`src/rtl/divider_pkg.sv`:
```
// ============================================================================
// divider_pkg : shared mode and state encodings for the iterative divider
// Rev 1.0     : initial release
// ============================================================================
`default_nettype none

package divider_pkg;

   localparam logic [1:0] DIV_UNSIGNED = 2'b00;
   localparam logic [1:0] DIV_SIGNED   = 2'b01;

   typedef enum logic [1:0] {
      S_IDLE = 2'b00,
      S_CALC = 2'b01,
      S_FIX  = 2'b10,
      S_DONE = 2'b11
   } div_state_t;

endpackage : divider_pkg

`default_nettype wire

```
`src/rtl/divider.sv`:
```
// ============================================================================
// divider : radix-2 restoring divider, one quotient bit per cycle, start/done/stall handshake
// Rev 1.0 : initial release
// ============================================================================
`default_nettype none

module divider
   import divider_pkg::*;
#(
   parameter int WIDTH = 64
) (
   input  logic             clk,
   input  logic             reset,
   input  logic [1:0]       div_mode,
   input  logic [WIDTH-1:0] dividend,
   input  logic [WIDTH-1:0] divisor,
   input  logic             start,
   output logic [WIDTH-1:0] quotient,
   output logic [WIDTH-1:0] remainder,
   output logic             div_by_zero,
   output logic             done,
   output logic             stall
);

   localparam int              CW       = $clog2(WIDTH);
   localparam logic [CW-1:0]   CNT_LAST = CW'(WIDTH - 1);

   div_state_t       state_q, state_d;
   logic [CW-1:0]    cnt_q, cnt_d;
   logic [WIDTH-1:0] prem_q, prem_d;
   logic [WIDTH-1:0] work_q, work_d;
   logic [WIDTH-1:0] dmag_q, dmag_d;
   logic             qneg_q, qneg_d;
   logic             rneg_q, rneg_d;
   logic [WIDTH-1:0] quotient_q, quotient_d;
   logic [WIDTH-1:0] remainder_q, remainder_d;
   logic             dbz_q, dbz_d;

   logic [WIDTH:0]   shift_w;
   logic             fits_w;
   logic             a_neg_w, b_neg_w;

   always_ff @(posedge clk) begin
      if (reset) begin
         state_q     <= S_IDLE;
         cnt_q       <= '0;
         prem_q      <= '0;
         work_q      <= '0;
         dmag_q      <= '0;
         qneg_q      <= 1'b0;
         rneg_q      <= 1'b0;
         quotient_q  <= '0;
         remainder_q <= '0;
         dbz_q       <= 1'b0;
      end else begin
         state_q     <= state_d;
         cnt_q       <= cnt_d;
         prem_q      <= prem_d;
         work_q      <= work_d;
         dmag_q      <= dmag_d;
         qneg_q      <= qneg_d;
         rneg_q      <= rneg_d;
         quotient_q  <= quotient_d;
         remainder_q <= remainder_d;
         dbz_q       <= dbz_d;
      end
   end

   always_comb begin
      state_d = state_q;
      case (state_q)
         S_IDLE:  if (start) state_d = (divisor == '0) ? S_DONE : S_CALC;
         S_CALC:  if (cnt_q == '0) state_d = S_FIX;
         S_FIX:   state_d = S_DONE;
         S_DONE:  state_d = S_IDLE;
         default: state_d = S_IDLE;
      endcase
   end

   // work_q starts as |dividend| and is shifted out MSB-first while quotient bits fill from the LSB.
   always_comb begin
      shift_w     = {prem_q, work_q[WIDTH-1]};
      fits_w      = (shift_w >= {1'b0, dmag_q});
      a_neg_w     = (div_mode == DIV_SIGNED) && dividend[WIDTH-1];
      b_neg_w     = (div_mode == DIV_SIGNED) && divisor[WIDTH-1];
      cnt_d       = cnt_q;
      prem_d      = prem_q;
      work_d      = work_q;
      dmag_d      = dmag_q;
      qneg_d      = qneg_q;
      rneg_d      = rneg_q;
      quotient_d  = quotient_q;
      remainder_d = remainder_q;
      dbz_d       = dbz_q;
      case (state_q)
         S_IDLE: begin
            if (start) begin
               cnt_d  = CNT_LAST;
               prem_d = '0;
               work_d = a_neg_w ? -dividend : dividend;
               dmag_d = b_neg_w ? -divisor : divisor;
               qneg_d = a_neg_w ^ b_neg_w;
               rneg_d = a_neg_w;
               dbz_d  = 1'b0;
               if (divisor == '0) begin
                  quotient_d  = '0;
                  remainder_d = dividend;
                  dbz_d       = 1'b1;
               end
            end
         end
         S_CALC: begin
            // Once the wide compare passes, the difference fits in WIDTH bits, so modulo subtraction is exact.
            prem_d = fits_w ? (shift_w[WIDTH-1:0] - dmag_q) : shift_w[WIDTH-1:0];
            work_d = {work_q[WIDTH-2:0], fits_w};
            if (cnt_q != '0) cnt_d = cnt_q - 1'b1;
         end
         S_FIX: begin
            quotient_d  = qneg_q ? -work_q : work_q;
            remainder_d = rneg_q ? -prem_q : prem_q;
         end
         default: begin
         end
      endcase
   end

   always_comb begin
      done        = (state_q == S_DONE);
      stall       = (state_q == S_CALC) || (state_q == S_FIX);
      quotient    = quotient_q;
      remainder   = remainder_q;
      div_by_zero = dbz_q;
   end

endmodule : divider

`default_nettype wire

```
`config.mk`:
```
export PLATFORM = sky130hd
export DESIGN_NAME = divider
export DESIGN_NICKNAME = d
export VERILOG_FILES = /design/src/rtl/divider_pkg.sv /design/src/rtl/divider.sv
export SDC_FILE = /design/constraint.sdc
export NUM_CORES = 1
export LEC_CHECK = 0
export ABC_AREA = 0
export ABC_CLOCK_PERIOD_IN_PS = 4370
export BUFFER_PORTS_ARGS = -buffer_cell sky130_fd_sc_hd__buf_4
export CAP_MARGIN = 30
export CORE_MARGIN = 5
export CORE_UTILIZATION = 25
export CTS_CLUSTER_DIAMETER = 40
export CTS_CLUSTER_SIZE = 30
export DETAILED_ROUTE_END_ITERATION = 12
export GPL_TIMING_DRIVEN = 0
export PLACE_DENSITY = 0.45
export SLEW_MARGIN = 20
export SYNTH_ARGS = -nofsm -noshare
export SYNTH_HDL_FRONTEND = slang
export SYNTH_SLANG_ARGS = --single-unit
```
`constraint.sdc`:
```
create_clock -name clk -period 4.37 [get_ports clk]
set_input_delay 0 -clock clk [delete_from_list [all_inputs] [get_ports clk]]
set_output_delay 0 -clock clk [all_outputs]
set_load 0.005 [all_outputs]
```
==> impl_metrics.env <==
export IMPL_status="completed"
export IMPL_syn_inst=3108
export IMPL_syn_to_final_growth_pct=34.6
export IMPL_slew_viol_final=0
export IMPL_drive_gt1_frac=0.122
export IMPL_clock_fmax_mhz=240
export IMPL_switching_share=0.413
export IMPL_dp_hpwl_um=82500
export IMPL_antenna_found_initial=7
export IMPL_core_area_um2=89600
export IMPL_wl_per_cell_um=20.9
export IMPL_grtUsageTotal=0.202
export IMPL_grt_max_degree=12
export IMPL_p_per_area_nw_per_um2=516
export IMPL_utilization=0.338
export IMPL_r2r_start="work_q[63]"
export IMPL_synth_edf_count=0
export IMPL_cts_root_buf="clkbuf_16"
export IMPL_syn_nets=3316
export IMPL_numPortBuffers=262
export IMPL_via_count=24200
export IMPL_place_gp_congestion=0.920
export IMPL_vdd_ir_drop_max_mv=0.244
export IMPL_worstRegToRegCells=14
export IMPL_layout_common_cells="nand2_1 (507), dfxtp_1 (331), a21oi_1 (315), buf_4 (264), nor2_1 (257)"
export IMPL_arrival_ps=4690
export IMPL_p_comb_frac=0.377
export IMPL_dp_slack_ps=-527
export IMPL_clock_skew_ps=28.2
export IMPL_cts_tree="done"
export IMPL_cp_end_kind="register"
export IMPL_r2r_end="prem_q[58]"
export IMPL_rows=110
export IMPL_grt_use_met3=0.0483
export IMPL_max_slew_worst_pin_slew_ps=1040
export IMPL_clkPwrFrac=0.363
export IMPL_cts_sinks=331
export IMPL_worst_r2r_setup_slack_ps=260
export IMPL_ys_seq_area_frac=0.295
export IMPL_hp_start="divisor[4]"
export IMPL_firstDrtPassIters=5
export IMPL_ys_types=68
export IMPL_final_antenna_net_count=0
export IMPL_rsz0062_at_grt="no"
export IMPL_wirelength_um=101000
export IMPL_grt_pass1_wl_um=148000
export IMPL_post_dp_cell_area_um2=26000
export IMPL_grt_pass1_vias=23500
export IMPL_clk_latency_ps=610
export IMPL_top_usage_layer="met2"
export IMPL_fillers=9754
export IMPL_use_met1=0.265
export IMPL_synthFlopType="dfxtp_1"
export IMPL_min_period_ps=4160
export IMPL_setup_viol=0
export IMPL_p_int_w=0.00915
export IMPL_clock_path_buffers=3
export IMPL_start_kind="input pin"
export IMPL_synth_seq_cells=331
export IMPL_register_area_um2=6630
export IMPL_drv_cap=0
export IMPL_final_cell_area_um2=30200
export IMPL_syn_cell_area_um2=22500
export IMPL_hold_path_class="input pin to register"
export IMPL_h_tree_depth=3
export IMPL_dieHeight_um=310
export IMPL_grt_use_met2=0.326
export IMPL_fin_tns_setup_ps=0
export IMPL_finalCritPeriodShare=0.952
export IMPL_cts_made_buffers=71
export IMPL_hold_viol=0
export IMPL_worstPathMaxFanout=8
export IMPL_crit_start="dividend[20]"
export IMPL_io_pins=264
export IMPL_cts_setup_buffers=0
export IMPL_final_common_cell="nand2_1"
export IMPL_power_switching_w=0.00645
export IMPL_yosys_warnings=0
export IMPL_die_area_um2=96000
export IMPL_crit_type="input pin to register"
export IMPL_p_leak_nw=11.7
export IMPL_chipWidth_um=310
export IMPL_avgViaCountPerCell=4.98
export IMPL_grt_ovfl_total=0
export IMPL_setup_slack_ps=211
export IMPL_multi_input_area_um2=14700
export IMPL_avgSynthCellArea_um2=7.23
export IMPL_finalNetCount=3827
export IMPL_start_util=0.251
export IMPL_seqPwrFrac=0.260
export IMPL_async_reset_ff_frac=0
export IMPL_drcViolationCount=0
export IMPL_dr_first_iter_drc_count=1599
export IMPL_crit_end="work_q[57]"
export IMPL_cp_required_ps=4900
export IMPL_slew_headroom=0.299
export IMPL_clk_pin_slew_ps=50
export IMPL_hold_slack_ps=83.8
==> registers in the layout, indices dropped and copies added (netlist names), 2 cells and up <==
name	cells
prem_q	64
work_q	64
cnt_q	6
state_q	2
remainder	64
quotient	64
dmag_q	64
==> through the flow <==
step                      cells  total power, W
after floorplan            3108         0.00760
after global placement     4546         0.00976
after detailed placement   4553         0.00977
after CTS                  4849          0.0156
after global routing       4857          0.0165
final                      4859          0.0156
==> layout make-up <==
cell class | count | area share
Inverter | 111 | 0.0138
Sequential cell | 331 | 0.219
Clock inverter | 47 | 0.0206
Multi-Input combinational cell | 2462 | 0.485
Buffer | 203 | 0.0266
Clock buffer | 82 | 0.0618
Antenna cell | 8 | 0.000662
Tap cell | 1176 | 0.0487
Timing Repair Buffer | 439 | 0.124
==> synthesized netlist by cell type, types with 3 or more instances <==
master	count	area [um2]
o31ai_1	70	526
mux2i_1	33	330
nor2_1	257	965
nor2b_1	11	68.8
a22o_1	4	35.0
a211oi_1	89	668
nor4_1	29	181
o21bai_1	8	60.1
dfxtp_1	331	6630
ha_1	74	926
and4_1	3	26.3
nand3_1	90	450
and3_1	7	43.8
o211ai_1	48	360
o21a_1	5	37.5
nand4_1	31	194
a31oi_1	19	119
or2_2	15	93.8
a311oi_1	13	114
clkbuf_1	185	694
buf_1	6	22.5
buf_2	10	50.1
o41ai_1	28	245
a21oi_1	317	1590
o21ai_0	250	1250
nand3b_1	11	82.6
nand2b_1	15	93.8
a221oi_1	5	43.8
xnor2_1	132	1160
or4_1	29	218
a22oi_1	7	52.6
a32oi_1	11	96.3
inv_1	111	417
nand2_1	507	1900
and2_1	8	50.1
xor2_1	166	1450
a21o_1	32	240
a21boi_0	6	45.0
or3_1	43	269
nand4b_1	3	26.3
nor3_1	50	250
==> power by group through the flow <==
stage | clock [W] | combinational, W | sequential [W]
after floorplan | 0 | 0.00369 | 0.00391
final | 0.00566 | 0.00589 | 0.00406
after CTS | 0.00576 | 0.00585 | 0.00404
after global routing | 0.00589 | 0.00649 | 0.00413
after global placement | 0 | 0.00566 | 0.00409
after detailed placement | 0 | 0.00567 | 0.00410
==> cell families (layout without fill, tap and decap cells) <==
| family | after synthesis | after routing | share of synthesized area |
|---|---|---|---|
| muxes | 33 | 33 | 0.0147 |
| buffers and inverters | 315 | 882 | 0.0540 |
| adders and majority gates | 75 | 75 | 0.0421 |
| and+or+nand+nor | 1126 | 1126 | 0.227 |
| other | 0 | 8 | 0 |
| AOI/OAI and AO/OA | 930 | 930 | 0.252 |
| xor gates and xnor gates | 298 | 298 | 0.116 |
| DFF | 331 | 331 | 0.295 |
==> per-layer routing <==
layer / share of wire / routed length [um]
met1: 0.44 / 45000
met5: 0 / 0
met3: 0.072 / 7340
met4: 0.040 / 4070
met2: 0.44 / 44900
==> worst min path at each step <==
stage,to,cells past startpoint
finish,dmag_q[5],5
global route,dmag_q[5],5
CTS,dmag_q[5],5
detailed placement,dmag_q[40],3
global placement,dmag_q[40],3
floorplan,dmag_q[0],2
==> worst max-delay path: stages <==
cell	delay [ps]
dlygate4sd3_1	570
buf_4	180
or4_1	600
nor4_1	510
nand4b_1	420
nor4_1	770
nand2_1	160
nor2_1	320
a21oi_1	140
xor2_1	160
dlygate4sd3_1	580
nand2_1	70
a31oi_1	200
==> timing repair <==
| action | in CTS | in global routing |
|---|---|---|
| gates resized for setup | 7 | 12 |
| hold endpoints to repair | 193 | 0 |
| pin swaps | 0 | 1 |
| endpoints found under the setup margin | 59 | 112 |
| hold buffers | 168 | 0 |
Note: power is estimated with default switching activity, not from simulation.
